## config.mk

```make
export PLATFORM = sky130hd
export DESIGN_NAME = fpx_mul_pipe
export DESIGN_NICKNAME = d
export VERILOG_FILES = /design/src/rtl/fpx_mul_pipe.sv
export SDC_FILE = /design/constraint.sdc
export NUM_CORES = 1
export LEC_CHECK = 0
export CAP_MARGIN = 10
export CORE_ASPECT_RATIO = 0.6
export CORE_MARGIN = 5
export CORE_UTILIZATION = 55
export DETAILED_ROUTE_END_ITERATION = 10
export GPL_TIMING_DRIVEN = 0
export PLACE_DENSITY_LB_ADDON = 0.3
export SLEW_MARGIN = 20
export SYNTH_ARGS = -nofsm -noshare
export SYNTH_HDL_FRONTEND = slang
export SYNTH_SLANG_ARGS = --single-unit
```

## constraint.sdc

```tcl
create_clock -name clk -period 8.4 [get_ports clk]
set_input_delay 1.26 -clock clk [delete_from_list [all_inputs] [get_ports clk]]
set_output_delay 1.26 -clock clk [all_outputs]
set_load 0.02 [all_outputs]
```

## src/rtl/fpx_mul_pipe.sv

```systemverilog
// Two-stage pipelined minifloat multiplier for any EXP_W/MAN_W format (no Inf/NaN, exact subnormals).
// Stage 1 forms the exact significand product; stage 2 normalises, rounds (RNE or truncate) and saturates.
module fpx_mul_pipe #(
  parameter  int EXP_W = 2,
  parameter  int MAN_W = 1,
  localparam int W     = 1 + EXP_W + MAN_W
) (
  input  logic         clk,
  input  logic         rst,
  input  logic         in_valid,
  output logic         in_ready,
  input  logic [W-1:0] a,
  input  logic [W-1:0] b,
  input  logic         rnd_mode,
  output logic         out_valid,
  input  logic         out_ready,
  output logic [W-1:0] out_data,
  output logic         out_sat,
  output logic         out_inexact
);

  localparam int SW   = MAN_W + 1;
  localparam int PW   = 2 * SW;
  localparam int ESW  = EXP_W + 2;
  localparam int EXW  = EXP_W + 2;
  localparam int BIAS = 2 ** (EXP_W - 1) - 1;
  localparam int EMAX = 2 ** EXP_W - 1;
  localparam int LW   = $clog2(PW) + 1;
  localparam int BEW  = EXP_W + LW + 3;
  localparam int SHW  = $clog2(PW + 2) + 1;
  localparam int TW   = 2 * PW + 2;
  localparam int MGW  = EXW + MAN_W;

  logic en;

  // Stage 1 combinational
  logic [EXP_W-1:0] ea, eb;
  logic [SW-1:0]    sig_a, sig_b;
  logic [ESW-1:0]   eeff_a, eeff_b;
  logic [PW-1:0]    prod_d;
  logic [ESW-1:0]   esum_d;
  logic             zero_d, sign_d;

  // Stage 1 registers
  logic             s1_vld_q, s1_sign_q, s1_zero_q, s1_rnd_q;
  logic [PW-1:0]    s1_prod_q;
  logic [ESW-1:0]   s1_esum_q;

  // Stage 2 combinational
  logic [LW-1:0]    lead;
  logic [PW-1:0]    norm;
  logic [BEW-1:0]   be, shneed;
  logic             is_sub;
  logic [SHW-1:0]   sh;
  logic [TW-1:0]    t;
  logic [SW-1:0]    kept;
  logic             guard, sticky, inc, sat;
  logic [EXW-1:0]   exm1;
  logic [MGW-1:0]   mag, rnd;
  logic [W-1:0]     data_d;
  logic             sat_d, inx_d;

  // Output registers
  logic             out_valid_q, out_sat_q, out_inexact_q;
  logic [W-1:0]     out_data_q;

  assign en       = !out_valid_q || out_ready;
  assign in_ready = en;

  assign ea     = a[W-2:MAN_W];
  assign eb     = b[W-2:MAN_W];
  assign sig_a  = {(ea != '0), a[MAN_W-1:0]};
  assign sig_b  = {(eb != '0), b[MAN_W-1:0]};
  assign eeff_a = (ea == '0) ? ESW'(1) : ESW'(ea);
  assign eeff_b = (eb == '0) ? ESW'(1) : ESW'(eb);
  assign esum_d = eeff_a + eeff_b - ESW'(2 * BIAS);
  assign prod_d = PW'(sig_a) * PW'(sig_b);
  assign zero_d = (sig_a == '0) || (sig_b == '0);
  assign sign_d = a[W-1] ^ b[W-1];

  always_comb begin
    lead   = '0;
    for (int i = 0; i < PW; i++) begin
      if (s1_prod_q[i]) lead = LW'(i);
    end
    norm   = s1_prod_q << (LW'(PW - 1) - lead);
    be     = {{(BEW-ESW){s1_esum_q[ESW-1]}}, s1_esum_q} + BEW'(lead) + BEW'(BIAS - 2 * MAN_W);
    is_sub = be[BEW-1] || (be == '0);
    shneed = BEW'(1) - be;
    sh     = '0;
    if (is_sub) sh = (shneed > BEW'(PW + 1)) ? SHW'(PW + 1) : shneed[SHW-1:0];
    // Extra low zeros catch every bit shifted out so sticky stays exact.
    t      = {norm, {(PW + 2){1'b0}}} >> sh;
    kept   = t[TW-1 -: SW];
    guard  = t[TW-1-SW];
    sticky = |t[TW-2-SW:0];
    inc    = !s1_rnd_q && guard && (sticky || kept[0]);
    // Hidden bit of kept adds the last exponent step, so a carry renormalises for free.
    exm1   = is_sub ? '0 : EXW'(be - BEW'(1));
    mag    = {exm1, {MAN_W{1'b0}}} + MGW'(kept);
    rnd    = mag + MGW'(inc);
    sat    = rnd[MGW-1:MAN_W] > EXW'(EMAX);

    data_d = {s1_sign_q, rnd[W-2:0]};
    sat_d  = 1'b0;
    inx_d  = guard || sticky;
    if (s1_zero_q) begin
      data_d = {s1_sign_q, {(W-1){1'b0}}};
      inx_d  = 1'b0;
    end else if (sat) begin
      data_d = {s1_sign_q, {(W-1){1'b1}}};
      sat_d  = 1'b1;
      inx_d  = 1'b1;
    end
  end

  always_ff @(posedge clk) begin
    if (rst) begin
      s1_vld_q      <= 1'b0;
      s1_sign_q     <= 1'b0;
      s1_zero_q     <= 1'b0;
      s1_rnd_q      <= 1'b0;
      s1_prod_q     <= '0;
      s1_esum_q     <= '0;
      out_valid_q   <= 1'b0;
      out_data_q    <= '0;
      out_sat_q     <= 1'b0;
      out_inexact_q <= 1'b0;
    end else if (en) begin
      s1_vld_q    <= in_valid;
      s1_sign_q   <= sign_d;
      s1_zero_q   <= zero_d;
      s1_rnd_q    <= rnd_mode;
      s1_prod_q   <= prod_d;
      s1_esum_q   <= esum_d;
      out_valid_q <= s1_vld_q;
      if (s1_vld_q) begin
        out_data_q    <= data_d;
        out_sat_q     <= sat_d;
        out_inexact_q <= inx_d;
      end
    end
  end

  assign out_valid   = out_valid_q;
  assign out_data    = out_data_q;
  assign out_sat     = out_sat_q;
  assign out_inexact = out_inexact_q;

endmodule

```

-- Yosys cells after proc, flatten, opt, wreduce, memory -nomap -nowiden
Index checks and enable logic that the tools add are counted.
- word-level logic and storage cells: 57
- register bits: 19
- output and inout port bits: 8
- input port bits: 13
- reductions and logical operators: 18
- multiply operators: 1
- $lt $le $gt $ge: 2
- shift-type cells: 2
- bitwise logic cells: 1
- mux-type cells: 14
- $add $sub $neg: 9
- operator list (cell ; number):
    two-way mux 3 bit ; 4
    two-way mux 4 bit ; 3
    right shift 10 x 4 -> 10 bit ; 1
    greater-than comparator 8 x 3 -> 1 bit, second input constant ; 1
    logical NOT 2 bit ; 4
    logical NOT 8 bit ; 1
    OR reduction 7 bit ; 1
    subtractor 2 x 6 -> 7 bit, first input constant ; 1
    adder 5 x 1 -> 6 bit, second input constant ; 1
    adder 4 x 4 -> 5 bit ; 1
    adder 5 x 1 -> 5 bit ; 1
    adder 5 x 2 -> 5 bit ; 1
    logical OR 1 bit ; 5
    two-way mux 1 bit ; 5
    greater-than comparator 4 x 2 -> 1 bit, second input constant ; 1
    multiplier 2 x 2 -> 4 bit ; 1
    two-way mux 2 bit ; 2
    nonzero test 2 bit ; 2
    left shift 4 x 3 -> 4 bit ; 1
    subtractor 3 x 2 -> 4 bit, second input constant ; 1
    subtractor 4 x 2 -> 4 bit, second input constant ; 1
    adder 2 x 2 -> 3 bit ; 1
    subtractor 2 x 3 -> 3 bit, first input constant ; 1
    logical AND 1 bit ; 2
    other kinds (3) ; 4

-- Longest topological paths before layout
Gate-level depths: netlist of run 1.
- word-level depth: 17
- depth in mapped cells: 22
- mapped depth without buffers: 22

-- Least setup slack after synthesis of run 1
Ideal clock, no wire load.
- kind: register -> register
- start: register s1_prod_q[3]
- end: register out_data_q[0], in the netlist out_data[0]
- arrival time: 4.410 ns
- clock period less this slack: 4.532 ns
- path slack: 3.868 ns
- setup time: 0.122 ns
- path buffers: 1
- data required time: 8.278 ns
- cell stages (with the launch flop): 23
- cells stage by stage: dfxtp_1 > buf_2 > nor2_1 > ha_1 > inv_1 > ha_1 > fa_1 > inv_1 > fa_1 > and4b_1 > a211oi_1 > nor2_1 > o21ai_0 > a31oi_4 > nor2_1 > nand2_1 > fa_1 > xor2_1 > nand4_1 > and3_1 > o21a_2 > nor4b_1 > o21ai_1
- word-level cells in the longest chain between the ends: 15
- elaborated cells between the ends (all ways): 23
- classes of those cells: add/sub (7); order compare (2); shift (2); mux (6); reduce/logical (6)
- RTL lines (element ; line ; RTL):
    from (decl) ; 46 ; logic [PW-1:0] s1_prod_q;
    from (signal assigned) ; 134 ; s1_prod_q <= prod_d;
    branches (longest 11 deep; another with greater-than comparator 8 x 3 -> 1 bit) ; -- ;
    adder 5 x 1 -> 5 bit (*) ; 101 ; rnd = mag + MGW'(inc);
    greater-than comparator 4 x 2 -> 1 bit ; 102 ; sat = rnd[MGW-1:MAN_W] > EXW'(EMAX);
    two-way mux 3 bit (*) ; 110 ; end else if (sat) begin
    two-way mux 3 bit (*) ; 107 ; if (s1_zero_q) begin
    to (signal assigned) ; 138 ; out_data_q <= data_d;
    to (decl) ; 65 ; logic [W-1:0] out_data_q;
Every way passes the cells marked *.
A chain may end at the register's enable or synchronous reset.

-- Final worst setup path of run 1
Ends and elaborated chain as after synthesis.

==> flow_summary.toml, run 1 <==
[outcome]
status = "finished, final reports clean"

[clocking]
clockRootBuffer = "clkbuf_8"
cts.sinks = 19
cts_max_level = 1
cts_buffer_depth = 2
tritoncts.num_buffers = 3
cts_setup_buffers = 0
cts_resized = 0
clkTransAtPathRegs_ns = 0.07
cts_hold_buffers = 0
clock_latency_ns = 0.25
cts_tree = "done"

[pwr]
p_leak_nw = 0.778
vdd_drop_max_uv = 138
power.density_mw_per_mm2 = 207

[routing]
dr.pass1.iters = 4
ant_nets = 0
drc_errors = 0
wire_per_inst_um = 14.5
vias_per_cell = 5.80
drt_wl_total_um = 3740
drt_iter0_markers = 77
vias = 1491

[yosys]
synth-seq-cells = 19
synthTopCellsByArea = "dfxtp_1, ha_1, nand2_1"
syn_nets = 231
avgSynthCellArea_um2 = 7.87
synth_area_mm2 = 0.00157
synth-edff-count = 0
syn_inst = 199
synth_most_common_cell = "nand2_1"
synth_warnings = 0
synth_area_leader_cell = "dfxtp_1"
netlist.area_leader.share_pct = 24.3
yosysUniqueCellTypes = 55
seq_area_frac_synth_pct = 24.3
synth-main-ff-cell = "dfxtp_1"
async_flop_share_pct = 0
synth.top_cells.by_count = "nand2_1, dfxtp_1, inv_1"

[global_routing]
antenna_found_initial = 0
grt_pass1_vias = 1481
grt_first_pass_wirelength_um = 6600
grt_max_degree = 11
grt_use_total_pct = 20.4
gr-total-overflow = 0

[floorplan]
die_w_um = 78.9
die_area_mm2 = 0.00405
initial_core_util_pct = 56.0
dieHeight_um = 51.3
io_pins = 21
core_region_area_mm2 = 0.00280
rows = 15

[layout]
area_delta_synth_final_pct = 18.4
n_antenna_cell = 0
fin_cells = 257
drive_gt1_share_pct = 8.97
finalNetCount = 256

[worst_setup_path]
timing.critical_path.buf_inv = 5
critical_path_class = "flip-flop to flip-flop"
r2r_cells = 21
crit_chain = "buf_2 -> nor2_1 -> ha_1 -> inv_1 -> ha_1 -> fa_1 -> inv_1 -> fa_1 -> and4b_1 -> a211oi_1 -> buf_2 -> a21oi_1 -> nor2_1 -> inv_1 -> fa_1 -> xor2_1 -> nand4_1 -> and3_1 -> o21a_2 -> nor4b_1 -> o21ai_1"
reg2reg_from = "s1_prod_q[3]$_SDFFE_PP0N_"
rrSetupSlack_ns = 3.22
r2r_end = "out_data[0]$_SDFFE_PP0P_"
slowest_delay_ns = 0.63
cp_slowest_cell = "a211oi_1"
critPathRequiredTime_ns = 8.54
cp_top_family = "adder cells"
end_kind = "flip-flop"
startpoint_type = "flip-flop"
worst_ep_arrival_time_ns = 5.32
cp_max_fo = 10

[worst_hold_path]
hp-class = "flip-flop to flip-flop"
min-delay-start = "out_data[3]$_SDFFE_PP0P_"
hold_depth = 2
min_to = "out_data[3]$_SDFFE_PP0P_"

[sta]
tns_ns = 0
timing.hold.ws_ns = 0.464
skew_ns = 0.00133
worstMarginPinSlew_ns = 0.796
period_share_pct = 61.6
hold_viol_final = 0
period_minus_slack_ns = 5.18
rsz0062_at_grt = "no"
slew_headroom_pct = 46.8
setup_viol = 0
max_freq_mhz = 193
slew_violations = 0

[placement]
dp_hpwl_um = 3040
io_buffers = 20
dp.cells = 253
place.gp.congestion = 0.865

[flow_run]
max_cap_viol_count = 0
[state kept, by name, summed over array words and instances, names as in the netlist]
register     cells
out_data         4
out_inexact      1
out_sat          1
out_valid        1
s1_esum_q        4
s1_prod_q        4
s1_rnd_q         1
s1_sign_q        1
s1_vld_q         1
s1_zero_q        1
[per-stage QoR]
step	power, mW	util, %	setup WS (ns)	area, um^2
after floorplan	0.264	-	3.87	1570
after global routing	0.415	66.3	2.90	1850
final	0.383	66.3	3.22	1850
after detailed placement	0.318	64.7	3.29	1810
after CTS	0.383	66.3	3.26	1850
after global placement	0.308	64.7	3.45	1810
[metal layers]
metal,vias to the layer above,GRT usage [%],share of wire [%]
met3,7,3.52,5.4
li1,758,-,-
met5,-,0,0
met1,694,28.0,48
met4,0,5.14,0.94
met2,32,33.2,46
[worst max-delay path by stage]
stage	endpoint	start	cells past startpoint
after floorplan	out_data[0]$_SDFFE_PP0P_	s1_prod_q[3]$_SDFFE_PP0N_	22
after global placement	out_data[0]$_SDFFE_PP0P_	s1_prod_q[3]$_SDFFE_PP0N_	21
after detailed placement	out_data[0]$_SDFFE_PP0P_	s1_prod_q[3]$_SDFFE_PP0N_	21
after CTS	out_data[0]$_SDFFE_PP0P_	s1_prod_q[3]$_SDFFE_PP0N_	21
after global routing	out_data[0]$_SDFFE_PP0P_	s1_prod_q[3]$_SDFFE_PP0N_	21
final	out_data[0]$_SDFFE_PP0P_	s1_prod_q[3]$_SDFFE_PP0N_	21
[cell type report]
class | instances | area, um^2
multi-input combinational | 153 | 1080
fill | 231 | 942
sequential | 19 | 380
timing repair buffer | 20 | 200
inverter | 20 | 75.1
clock buffer | 4 | 45.0
tap | 34 | 42.5
buffer | 7 | 33.8
[logic make-up (layout without fill, tap and decap cells)]
| group | after synthesis | after routing | share of synthesized area, % |
|---|---|---|---|
| AO/OA/AOI/OAI | 48 | 48 | 22.9 |
| XOR/XNOR | 5 | 5 | 2.80 |
| adder cells (fa/ha/maj) | 19 | 19 | 16.6 |
| buffers and inverters | 27 | 51 | 6.95 |
| flip-flops | 19 | 19 | 24.3 |
| multiplexers | 1 | 1 | 0.958 |
| AND/OR/NAND/NOR | 80 | 80 | 25.5 |
[cell usage in the layout (no fill, tap or decap), drive strengths merged, types with 3 or more instances in the layout]
cell type	n
a211oi	3
a21oi	17
buf	5
clkbuf	6
clkdlybuf4s50	20
dfxtp	19
fa	3
ha	16
inv	19
nand2	30
nand2b	3
nand3	3
nor2	18
nor3	8
o21a	3
o21ai	4
xor2	4
[worst min-delay path, delay by kind of cell (launching register included)]
family	cells	cell delay [ns]
flip-flops	1	0.31
AND/OR/NAND/NOR	1	0.05
AO/OA/AOI/OAI	1	0.06
[power by group]
part | total (mW) | internal (mW) | switching [mW]
Clock | 0.0634 | 0.0337 | 0.0297
Sequential | 0.105 | 0.0987 | 0.00619
Combinational | 0.215 | 0.0874 | 0.127
No activity file was read; power rests on OpenSTA's default activity.
==> run 2, diff against run 1 <==
clock period = 4.8 ns   (was 8.4 ns; I/O delays follow)
==> flow_summary.toml, run 2 (same netlist as run 1, synthesis figures left out) <==
[sta]
slew_violations = 0
hold_viol_final = 0
skew_ns = 0.00283
period_minus_slack_ns = 4.63
tns_ns = 0
period_share_pct = 96.4
setup_viol = 0
worstMarginPinSlew_ns = 0.626
max_freq_mhz = 216
slew_headroom_pct = 57.9

[floorplan]
initial_core_util_pct = 56.0
die_area_mm2 = 0.00405
rows = 15
dieHeight_um = 51.3
core_region_area_mm2 = 0.00280
die_w_um = 78.9
io_pins = 21

[clocking]
clockRootBuffer = "clkbuf_8"
cts_buffer_depth = 2
clock_latency_ns = 0.26
cts_tree = "done"
cts.sinks = 19
cts_max_level = 1
tritoncts.num_buffers = 3
clkTransAtPathRegs_ns = 0.07

[placement]
dp_hpwl_um = 3040
dp.cells = 253
placed_area_mm2 = 0.00181
place.gp.congestion = 0.865
io_buffers = 20

[routing]
vias = 1542
drt_wl_total_um = 4080
vias_per_cell = 5.91
drt_iter0_markers = 94
dr.pass1.iters = 4
ant_nets = 0
drc_errors = 0
wire_per_inst_um = 15.6

[layout]
n_antenna_cell = 0
finalNetCount = 260
final_cell_mix = "nand2_1, clkdlybuf4s50_1, inv_1"
area_delta_synth_final_pct = 26.4
fin_cells = 261
final_area_mm2 = 0.00198
drive_gt1_share_pct = 16.7
layout_commonest_cell = "nand2_1"

[pwr]
power.density_mw_per_mm2 = 376
p_sw_share_pct = 43.7
switchingPower_mw = 0.326
vdd_drop_max_uv = 234
p_clk_share_pct = 15.2
internal_power_mw = 0.419
p_seq_share_pct = 24.6
p_leak_nw = 0.812
comb_power_share_pct = 60.2

[worst_setup_path]
crit_chain = "inv_1 -> a21oi_1 -> ha_1 -> inv_1 -> ha_4 -> fa_2 -> inv_1 -> fa_2 -> and4b_1 -> a211oi_4 -> buf_4 -> o22a_1 -> nand2_1 -> fa_2 -> xor2_2 -> nand4_1 -> and3_1 -> o21a_2 -> nor4b_2 -> o21ai_1"
startpoint_type = "flip-flop"
end_kind = "flip-flop"
slowest_delay_ns = 0.49
cp_max_fo = 10
critical_path_class = "flip-flop to flip-flop"
cp_slowest_cell = "fa_2"
worst_ep_arrival_time_ns = 4.77
critPathRequiredTime_ns = 4.95

[global_routing]
grt_pass1_vias = 1504
grt_first_pass_wirelength_um = 6760
grt_use_total_pct = 20.9
antenna_found_initial = 0
gr-total-overflow = 0
grt_max_degree = 11

[worst_hold_path]
hp-class = "flip-flop to flip-flop"

[outcome]
status = "finished, final reports clean"

[flow_run]
max_cap_viol_count = 0
[run 2: routing by layer]
layer,routed length (um),global-route usage (%)
met2,1900,35.1
met5,0,0
met1,1910,28.3
met4,50,5.14
met3,222,3.52
[run 2: what timing repair did]
action	in CTS	in global routing
buffers inserted	0	3
cloned	0	1
hold buffers	0	0
pin swaps	0	11
resized for setup	7	17
setup endpoints to repair	5	5
[run 2: area by class of cell]
| cell class | count | area [um^2] |
|---|---|---|
| multi-input cells | 154 | 1170 |
| fillers | 223 | 816 |
| flip-flops and latches | 19 | 382 |
| repair buffers | 23 | 223 |
| inverters | 20 | 75.1 |
| clock buffers | 4 | 45.0 |
| well taps | 34 | 42.5 |
| plain buffers | 7 | 38.8 |
[run 2: path summary, 6_finish.rpt]
path                                             endpoint  slack (ns)  depth (start not counted)                 startpoint
worst max-delay path             out_data[0]$_SDFFE_PP0P_        0.17                         20  s1_prod_q[2]$_SDFFE_PP0N_
worst min-delay path            s1_esum_q[0]$_SDFFE_PP0N_        0.46                          2  s1_esum_q[0]$_SDFFE_PP0N_
worst max register to register   out_data[0]$_SDFFE_PP0P_        0.17                         20  s1_prod_q[2]$_SDFFE_PP0N_
worst min register to register  s1_esum_q[0]$_SDFFE_PP0N_        0.46                          2  s1_esum_q[0]$_SDFFE_PP0N_
[run 2: worst max-delay path, delay by kind of cell (launching register included)]
kind	cells	cell delay (ns)
fa+ha+maj	5	1.57
compound gates	5	0.99
simple gates	5	0.92
buf+inv	4	0.44
flops	1	0.37
xor+xnor	1	0.19
[run 2: power groups by stage]
stage / Clock, mW / Sequential, mW / Combinational, mW
6_report: 0.113 / 0.184 / 0.449
5_1_grt: 0.123 / 0.186 / 0.490
4_1_cts: 0.114 / 0.183 / 0.388
3_5_place_dp: 0 / 0.187 / 0.370
3_3_place_gp: 0 / 0.186 / 0.353
2_1_floorplan: 0 / 0.194 / 0.268
[run 2: per-stage QoR]
stage	hold WS [ns]	setup WS (ns)	power, mW	util [%]
after global placement	0.444	-0.145	0.539	64.7
after floorplan	0.432	0.268	0.461	-
after detailed placement	0.453	-0.306	0.556	64.7
after CTS	0.463	0.00208	0.685	67.4
after global routing	0.478	-0.0323	0.799	70.8
final	0.464	0.174	0.746	70.8
